[config.mk]
export PLATFORM = sky130hd
export DESIGN_NAME = eth_frame_packer
export DESIGN_NICKNAME = d
export VERILOG_FILES = /design/src/rtl/eth_pkg.sv /design/src/rtl/crc32_d8.sv /design/src/rtl/eth_frame_packer.sv
export SDC_FILE = /design/constraint.sdc
export NUM_CORES = 1
export LEC_CHECK = 0
export CAP_MARGIN = 25
export CORE_UTILIZATION = 35
export CTS_CLUSTER_DIAMETER = 200
export DETAILED_ROUTE_END_ITERATION = 8
export GPL_ROUTABILITY_DRIVEN = 0
export PLACE_DENSITY = 0.54
export SYNTH_ARGS = -nofsm -noshare
export SYNTH_HDL_FRONTEND = slang
export SYNTH_SLANG_ARGS = --single-unit
[constraint.sdc]
create_clock -name clk125 -period 4.6 [get_ports clk125]
set_input_delay 0.46 -clock clk125 [delete_from_list [all_inputs] [get_ports clk125]]
set_output_delay 0.46 -clock clk125 [all_outputs]
set_load 0.01 [all_outputs]
[src/rtl/eth_pkg.sv]
// Shared types, frame constants and the reflected CRC-32 byte step for the Ethernet frame packer.
package eth_pkg;

  typedef enum logic [2:0] {IDLE, PRE, HDR, PAY, FCS, GAP} state_t;

  localparam int PREAMBLE_LEN = 8;
  localparam int HDR_LEN      = 16;
  localparam int FCS_LEN      = 4;
  localparam int IFG_LEN      = 12;

  localparam logic [7:0]  PREAMBLE_BYTE = 8'h55;
  localparam logic [7:0]  SFD           = 8'hD5;
  localparam logic [31:0] CRC_INIT      = 32'hFFFF_FFFF;
  localparam logic [31:0] CRC_POLY_R    = 32'hEDB8_8320;

  // One byte of IEEE 802.3 CRC, LSB first, unrolled to eight shift/xor steps.
  function automatic logic [31:0] crc32_step(input logic [31:0] crc, input logic [7:0] d);
    logic [31:0] c;
    c = crc ^ {24'h0, d};
    for (int i = 0; i < 8; i++) begin
      c = c[0] ? ((c >> 1) ^ CRC_POLY_R) : (c >> 1);
    end
    return c;
  endfunction

endpackage

[src/rtl/crc32_d8.sv]
// Byte-wide CRC-32 accumulator: result registered one cycle after en; init/reset load all-ones.
// No backpressure: d is consumed on every cycle en is high.
module crc32_d8
  import eth_pkg::*;
(
  input  logic        clk125,
  input  logic        reset,
  input  logic        init,
  input  logic        en,
  input  logic [7:0]  d,
  output logic [31:0] crc
);

  always_ff @(posedge clk125) begin
    if (reset || init) begin
      crc <= CRC_INIT;
    end else if (en) begin
      crc <= crc32_step(crc, d);
    end
  end

endmodule

[src/rtl/eth_frame_packer.sv]
// Streams Ethernet II frames built from 40-bit FIFO words, one registered byte per cycle, 1-cycle start latency.
// No backpressure: once started a frame always runs to completion; the FIFO must already hold WORDS words.
module eth_frame_packer
  import eth_pkg::*;
#(
  parameter int          WORDS   = 256,
  parameter logic [47:0] SRC_MAC = 48'h02_00_00_00_00_01,
  parameter logic [47:0] DST_MAC = 48'hFF_FF_FF_FF_FF_FF,
  parameter logic [15:0] ETYPE   = 16'h88B5
) (
  input  logic        clk125,
  input  logic        reset,
  input  logic        afull,
  output logic        rden,
  input  logic [39:0] q,
  output logic [7:0]  tx_data,
  output logic        tx_en,
  output logic        tx_er
);

  localparam logic [10:0] PRE_LAST = 11'(PREAMBLE_LEN - 1);
  localparam logic [10:0] HDR_LAST = 11'(HDR_LEN - 1);
  localparam logic [10:0] PAY_LAST = 11'(5 * WORDS - 1);
  localparam logic [10:0] FCS_LAST = 11'(FCS_LEN - 1);
  localparam logic [10:0] GAP_LAST = 11'(IFG_LEN - 1);
  localparam logic [10:0] RD_FIRST = 11'(HDR_LEN - 3);
  localparam logic [10:0] RD_STOP  = 11'(5 * WORDS - 5);

  // state/cnt/ph describe the byte currently on tx_data; the nxt_* values pick the next one.
  state_t        state, nxt_state;
  logic [10:0]   cnt, nxt_cnt;
  logic [2:0]    ph, nxt_ph;
  logic [39:0]   sreg, nxt_sreg;
  logic [15:0]   seq, nxt_seq;
  logic [7:0]    nxt_byte;
  logic          nxt_en, nxt_rden;
  logic          crc_init, crc_en;
  logic [31:0]   crc, crc_inv;
  logic [127:0]  hdr_vec;
  logic [3:0]    hdr_idx;

  assign hdr_vec = {DST_MAC, SRC_MAC, ETYPE, seq};
  assign hdr_idx = ~nxt_cnt[3:0];
  assign crc_inv = ~crc;
  assign tx_er   = 1'b0;

  always_comb begin
    nxt_state = state;
    nxt_cnt   = cnt + 11'd1;
    unique case (state)
      IDLE: begin
        nxt_cnt = '0;
        if (afull) nxt_state = PRE;
      end
      PRE:  if (cnt == PRE_LAST) begin nxt_state = HDR;  nxt_cnt = '0; end
      HDR:  if (cnt == HDR_LAST) begin nxt_state = PAY;  nxt_cnt = '0; end
      PAY:  if (cnt == PAY_LAST) begin nxt_state = FCS;  nxt_cnt = '0; end
      FCS:  if (cnt == FCS_LAST) begin nxt_state = GAP;  nxt_cnt = '0; end
      GAP:  if (cnt == GAP_LAST) begin nxt_state = IDLE; nxt_cnt = '0; end
      default: begin nxt_state = IDLE; nxt_cnt = '0; end
    endcase
    nxt_ph  = (state != PAY || ph == 3'd4) ? 3'd0 : ph + 3'd1;
    nxt_seq = (state == FCS && cnt == FCS_LAST) ? seq + 16'd1 : seq;
  end

  // A word is requested three cycles before its first byte goes out; Q is held by the FIFO until then.
  always_comb begin
    nxt_byte = '0;
    nxt_sreg = sreg;
    crc_init = 1'b0;
    crc_en   = 1'b0;
    unique case (nxt_state)
      PRE: begin
        nxt_byte = (nxt_cnt == PRE_LAST) ? SFD : PREAMBLE_BYTE;
        crc_init = 1'b1;
      end
      HDR: begin
        nxt_byte = hdr_vec[{hdr_idx, 3'b000} +: 8];
        crc_en   = 1'b1;
      end
      PAY: begin
        if (nxt_ph == 3'd0) begin
          nxt_byte = q[39:32];
          nxt_sreg = {q[31:0], 8'h00};
        end else begin
          nxt_byte = sreg[39:32];
          nxt_sreg = {sreg[31:0], 8'h00};
        end
        crc_en = 1'b1;
      end
      FCS:     nxt_byte = crc_inv[{nxt_cnt[1:0], 3'b000} +: 8];
      default: nxt_byte = '0;
    endcase
    nxt_en   = (nxt_state == PRE) || (nxt_state == HDR) || (nxt_state == PAY) || (nxt_state == FCS);
    nxt_rden = (nxt_state == HDR && nxt_cnt == RD_FIRST) ||
               (nxt_state == PAY && nxt_ph == 3'd2 && nxt_cnt < RD_STOP);
  end

  always_ff @(posedge clk125) begin
    if (reset) begin
      state   <= IDLE;
      cnt     <= '0;
      ph      <= '0;
      sreg    <= '0;
      seq     <= '0;
      tx_data <= '0;
      tx_en   <= 1'b0;
      rden    <= 1'b0;
    end else begin
      state   <= nxt_state;
      cnt     <= nxt_cnt;
      ph      <= nxt_ph;
      sreg    <= nxt_sreg;
      seq     <= nxt_seq;
      tx_data <= nxt_byte;
      tx_en   <= nxt_en;
      rden    <= nxt_rden;
    end
  end

  crc32_d8 u_crc (
    .clk125 (clk125),
    .reset  (reset),
    .init   (crc_init),
    .en     (crc_en),
    .d      (nxt_byte),
    .crc    (crc)
  );

endmodule

Word-level counts from Yosys, hierarchy flattened
Index checks and enable logic that the tools add are counted.
{"block": "totals", "regBits": 115, "inputBits": 43, "output_inout_bits": 11}
{"block": "classes", "add_sub_neg": 3, "order_cmp": 1, "eq_ne": 19, "shift": 2, "n_mux": 28, "bitwise_logic": 11, "n_reduce_logical": 13}
{"operator": "2-to-1 mux 32 bit", "count": 8}
{"operator": "variable part select 128 x 8 -> 8 bit", "count": 1}
{"operator": "inverter 13 -> 14 bit", "count": 8}
{"operator": "2-to-1 mux 11 bit", "count": 5}
{"operator": "one-hot mux 11 bit (5 select lines)", "count": 1}
{"operator": "2-to-1 mux 40 bit", "count": 1}
{"operator": "equality test 11 x 4 -> 1 bit (second input constant)", "count": 3}
{"operator": "inverter 32 bit", "count": 1}
{"operator": "one-hot mux 8 bit (4 select lines)", "count": 1}
{"operator": "variable part select 32 x 6 -> 8 bit", "count": 1}
{"operator": "XOR 32 x 8 -> 32 bit", "count": 1}
{"operator": "equality test 11 x 3 -> 1 bit (second input constant)", "count": 2}
{"operator": "2-to-1 mux 3 bit", "count": 7}
{"operator": "one-hot mux 3 bit (6 select lines)", "count": 1}
{"operator": "adder 16 x 1 -> 16 bit (second input constant)", "count": 1}
{"operator": "2-to-1 mux 8 bit", "count": 2}
{"operator": "equality test 3 x 2 -> 1 bit (second input constant)", "count": 5}
{"operator": "equality test 3 bit (second input constant)", "count": 4}
{"operator": "adder 11 x 1 -> 11 bit (second input constant)", "count": 1}
{"operator": "equality test 11 bit (second input constant)", "count": 1}
{"operator": "equality test 11 x 2 -> 1 bit (second input constant)", "count": 1}
{"operator": "less-than comparator 11 bit (second input constant)", "count": 1}
{"operator": "equality test 3 x 1 -> 1 bit (second input constant)", "count": 2}
{"operator": "zero test 3 bit", "count": 2}
{"operator": "other kinds (7)", "count": 16}

Logic depth before layout (Yosys ltp)
{"block": "logic_depth", "depth_word": 23, "mapped_depth": 15}

Cells and area by module
A second synthesis with hierarchy kept.
{"block": "unflattened", "hier_cells": 723, "hier_area_um2": 6319.8}
{"mod": "eth_frame_packer", "n_inst": 1, "cells_per_inst": 527, "area_each_um2": 4361.7}
{"mod": "crc32_d8", "n_inst": 1, "cells_per_inst": 196, "area_each_um2": 1958.1}

Worst setup path before layout
OpenSTA, ideal clock, no wires.
{"block": "synth_path", "kind": "register to register", "startpoint": "register cnt[7]", "endpoint": "register u_crc.crc[19]", "setup_time_ps": 128, "arrival_ps": 3545, "path_slack_ps": 927, "stages_incl_launch_ff": 14, "n_path_buf": 2, "synth_period_minus_slack_ps": 3673, "cell_sequence": "dfxtp_1 > buf_6 > or4_4 > or3_4 > o41a_1 > or3_4 > a31oi_4 > nor2_1 > a31o_1 > buf_6 > xor2_4 > xnor3_1 > xnor2_1 > o21ai_1"}
{"block": "synth_via", "elab_chain_cells": 20, "elab_cells_between_ends": 48, "classes_between": "add/sub (1); eq/ne (10); shift (2); mux (24); bitwise (9); reduce/logical (2)"}
{"element": "from (decl)", "line_no": "eth_frame_packer.sv:31", "text": "logic [10:0] cnt, nxt_cnt;"}
{"element": "from (signal assigned)", "line_no": "eth_frame_packer.sv:111", "text": "cnt <= nxt_cnt;"}
{"element": "equality test 11 x 4 -> 1 bit, or another cell as far along", "line_no": "eth_frame_packer.sv:59", "text": "GAP: if (cnt == GAP_LAST) begin nxt_state = IDLE; nxt_cnt = '0; end"}
{"element": "2-to-1 mux 11 bit (on tied branches)"}
{"element": "one-hot mux 11 bit (5 select lines)", "line_no": "eth_frame_packer.sv:50", "text": "unique case (state)"}
{"element": "inverter 4 bit", "line_no": "eth_frame_packer.sv:43", "text": "assign hdr_idx = ~nxt_cnt[3:0];"}
{"element": "variable part select 128 x 8 -> 8 bit", "line_no": "eth_frame_packer.sv:78", "text": "nxt_byte = hdr_vec[{hdr_idx, 3'b000} +: 8];"}
{"element": "one-hot mux 8 bit (4 select lines)", "line_no": "eth_frame_packer.sv:72", "text": "unique case (nxt_state)"}
{"element": "XOR 32 x 8 -> 32 bit", "line_no": "eth_pkg.sv:19", "text": "c = crc ^ {24'h0, d};"}
{"element": "2-to-1 mux 32 bit (2 in a row)", "line_no": "eth_pkg.sv:21", "text": "c = c[0] ? ((c >> 1) ^ CRC_POLY_R) : (c >> 1);"}
{"element": "(+2 left out)"}
{"element": "inverter 13 -> 14 bit (no line)"}
{"element": "2-to-1 mux 32 bit (2 in a row)", "line_no": "eth_pkg.sv:21"}
{"element": "inverter 13 -> 14 bit (no line)"}
{"element": "2-to-1 mux 32 bit", "line_no": "eth_pkg.sv:21"}
{"element": "inverter 13 -> 14 bit (no line)"}
{"element": "2-to-1 mux 32 bit", "line_no": "eth_pkg.sv:21"}
{"element": "inverter 13 -> 14 bit (no line)"}
{"element": "2-to-1 mux 32 bit", "line_no": "eth_pkg.sv:21"}
{"element": "to (signal assigned)", "line_no": "crc32_d8.sv:18", "text": "crc <= crc32_step(crc, d);"}
{"element": "to (decl)", "line_no": "crc32_d8.sv:11", "text": "output logic [31:0] crc"}
Parallel ways exist; a longest one is shown, timed or not.
A chain may end at the register's enable or synchronous reset.

Worst setup path in the final report
Ends and elaborated chain as after synthesis.

==> run summary <==
WS Path Type = register to register
CP max stage cell = or4_4
PwrDens = 268 nW/um^2
largest net degree at the start of global routing = 59
status = finished, final reports clean
Overflow after GRT = 0
Hold/Removal Path Class = register to register
Arr. time, crit path = 4.36 ns
share of layout cells above drive strength 1 = 8.39%
Worst IR Drop VDD = 0.000170 V
MaxCap Viol Count = 0
leading area contributor after synthesis = dfxtp_1
row count = 48
DIE HEIGHT = 137 um
EDFF count, synth = 0
Hold Fails Final Rpt = 0
mux contribution to synthesized area = 7.31%
gr usage total = 19.9%
clock buffer count from CTS = 9
Worst R2R End = u_crc.crc[19]
element type at the critical path end = register
post-synth top area share = 33.8%
Final #Nets = 830
Worst Path Buf+Inv = 0
vias in the first global route = 5347
worst reg2reg setup slack = 0.47 ns
hold path endpoint = sreg[12]
Most Frequent Cell on Critical Path = or3_4
Synth Flop Type = dfxtp_1
worst setup margin = 0.470 ns
most frequent cells in the layout = dfxtp_1 (107), nor2_1 (91), a21oi_1 (57), nand2_1 (56), clkdlybuf4s50_1 (51)
worst-case clock skew = 0.00778 ns
Synth Area in Simple Gates = 19.6%
TritonCTS clock tree = built
first-pass GRT wire length = 28400 um
worst hold stages = 2
Worst EP required = 4.83 ns
Slew Viols, Final = 0
commonest non-fill, non-tap cell in the layout = dfxtp_1
H-tree depth reported by CTS = 3
synth top area cells = dfxtp_1 (34%), mux2i_1 (7.0%), xnor2_1 (6.4%), nor2_1 (5.4%), a21oi_1 (4.5%)
CP max stage delay = 0.59 ns
final setup vio count = 0
syn_area_per_cell = 8.31 um^2
FF-to-FF Start = cnt[7]
Routed WL = 17200 um
Resized cells post-CTS = 0
die area = 18600 um^2
insertion delay to the later sink of the worst-skew pair = 0.36 ns
Synth Register Bits = 107
post-layout min period = 4.13 ns
RSZ-0062 raised after global routing = no
Worst path top cell family by delay = simple AND/OR/NAND/NOR gates
Max Clk Rate = 0.242 GHz
synthesized cell area = 6330 um^2
ANT cells = 0
Clock Tree Buf Depth = 2
Initial Utilization = 36.2%
# IOs = 54
Cells after Synth = 762
Reg clk slew, reported paths = 0.08 ns
setup bufs post-CTS = 0
slew margin rel. = 42.7%
Yosys warnings = 0
Area Growth Syn to Fin = 16.1%
crit-path cells = or4_4 > or3_4 > o41a_1 > or3_4 > a31oi_4 > o31a_1 > a31o_1 > xor2_4 > xnor3_1 > xnor2_1 > o21ai_1
via density per instance = 5.40
setup TNS = 0 ns
startpoint types = register
compound-gate portion of the synthesized area = 19.7%
Syn Nets = 810
# hold bufs at CTS = 0
Initial DRT Pass Iterations = 5
routed len/inst = 17.0 um
Unique masters post-synth = 71
Pleak = 2.73 nW
clk root buf = clkbuf_16
number of remaining DRC errors = 0
clock sink count = 107
fin crit share = 89.8%
adder-cell area share of the yosys netlist = 0.988%
CP Max Fanout = 8
Slew @ Worst Pin = 0.854 ns
post-synthesis sequential area ratio = 33.8%
I/O Buffers = 52
initial antenna violation count = 0
width of the die = 137 um
core footprint = 17500 um^2
largest family of logic cells by synthesized area = compound AO/OA/AOI/OAI gates
hold path start = sreg[12]
Synth Area in XOR/XNOR = 13.9%
Async SR Flop Fraction = 0%
Routed Antenna Nets = 0
post-DP HPWL = 12500 um
Place WS = 0.486 ns
reg2reg path depth = 11
Vias = 5460
Worst Hold Margin = 0.456 ns
First DRT Iteration DRCs = 357
## state kept, by name (all words and copies together) (netlist names)
name       cells
tx_data        8
tx_en          1
sreg          32
state          3
rden           1
seq           16
u_crc.crc     32
ph             3
cnt           11
## layer usage
metal | wire (um) | global-route usage, % | vias to the layer above
li1 | - | - | 2730
met1 | 8160 | 26.5 | 2551
met2 | 7710 | 31.1 | 157
met3 | 976 | 4.52 | 22
met4 | 350 | 7.35 | 0
met5 | 0 | 0 | -
## layout make-up
class / count / area [um^2]
inverter: 12 / 45.0
tap: 225 / 282
timing repair buffer: 68 / 648
clock inverter: 7 / 92.6
clock buffer: 9 / 225
fill: 1713 / 10100
sequential: 107 / 2140
multi-input combinational: 584 / 3920
## logic make-up (layout without fill, tap and decap cells)
kind of cell | count (synthesis) | count (layout)
and+or+nand+nor | 261 | 261
AOI/OAI and AO/OA | 185 | 185
DFF | 107 | 107
xor gates and xnor gates | 87 | 87
buffers and inverters | 71 | 96
muxes | 45 | 45
adders and majority gates | 5 | 5
other | 1 | 1
## worst register-to-register path: cells and delay by family (launching register included)
family | cells | cell delay [ns]
AOI/OAI and AO/OA | 5 | 1.40
xor gates and xnor gates | 3 | 0.77
and+or+nand+nor | 3 | 1.45
DFF | 1 | 0.38
## worst max path at each step
| stage | from | depth (start not counted) | slack (ns) | end |
|---|---|---|---|---|
| after global placement | cnt[7] | 11 | 0.51 | u_crc.crc[19] |
| after detailed placement | cnt[7] | 11 | 0.49 | u_crc.crc[19] |
| final | cnt[7] | 11 | 0.47 | u_crc.crc[19] |
| after global routing | cnt[1] | 14 | 0.24 | u_crc.crc[4] |
| after CTS | cnt[7] | 11 | 0.46 | u_crc.crc[19] |
| after floorplan | cnt[7] | 13 | 0.93 | u_crc.crc[19] |
## report_power, final
part           switching [mW]  internal [mW]
Combinational           0.111         0.0994
Sequential            0.00324          0.929
Clock                   0.391          0.438
Total                   0.506           1.47
## through the flow
stage / instance area [um^2] / power (mW) / util [%] / std cells
floorplan: 6330 / 1.09 / - / 762
global placement: 7010 / 1.16 / 40.1 / 995
detailed placement: 7010 / 1.16 / 40.1 / 995
CTS: 7330 / 2.00 / 41.9 / 1011
global route: 7350 / 2.05 / 42.1 / 1012
finish: 7350 / 1.97 / 42.1 / 1012
## Yosys cell counts, types with 4 or more instances
cell type / instances
clkbuf_1: 44
a211oi_1: 27
o21ai_0: 25
mux2i_1: 44
o21ai_1: 12
xor2_1: 29
and3_1: 6
o22ai_1: 5
o31ai_1: 5
nand2_1: 57
nand4_1: 9
nor2_1: 91
or2_2: 4
xor2_2: 5
xnor2_1: 46
dfxtp_1: 107
or3_1: 8
a21o_1: 6
a21oi_1: 57
o211ai_1: 12
xnor2_2: 4
buf_2: 8
ha_1: 5
buf_1: 4
inv_1: 12
nand2b_1: 9
nor3_1: 26
a31oi_1: 4
nand3_1: 23
nor4_1: 8
No activity file was read; power rests on OpenSTA's default activity.
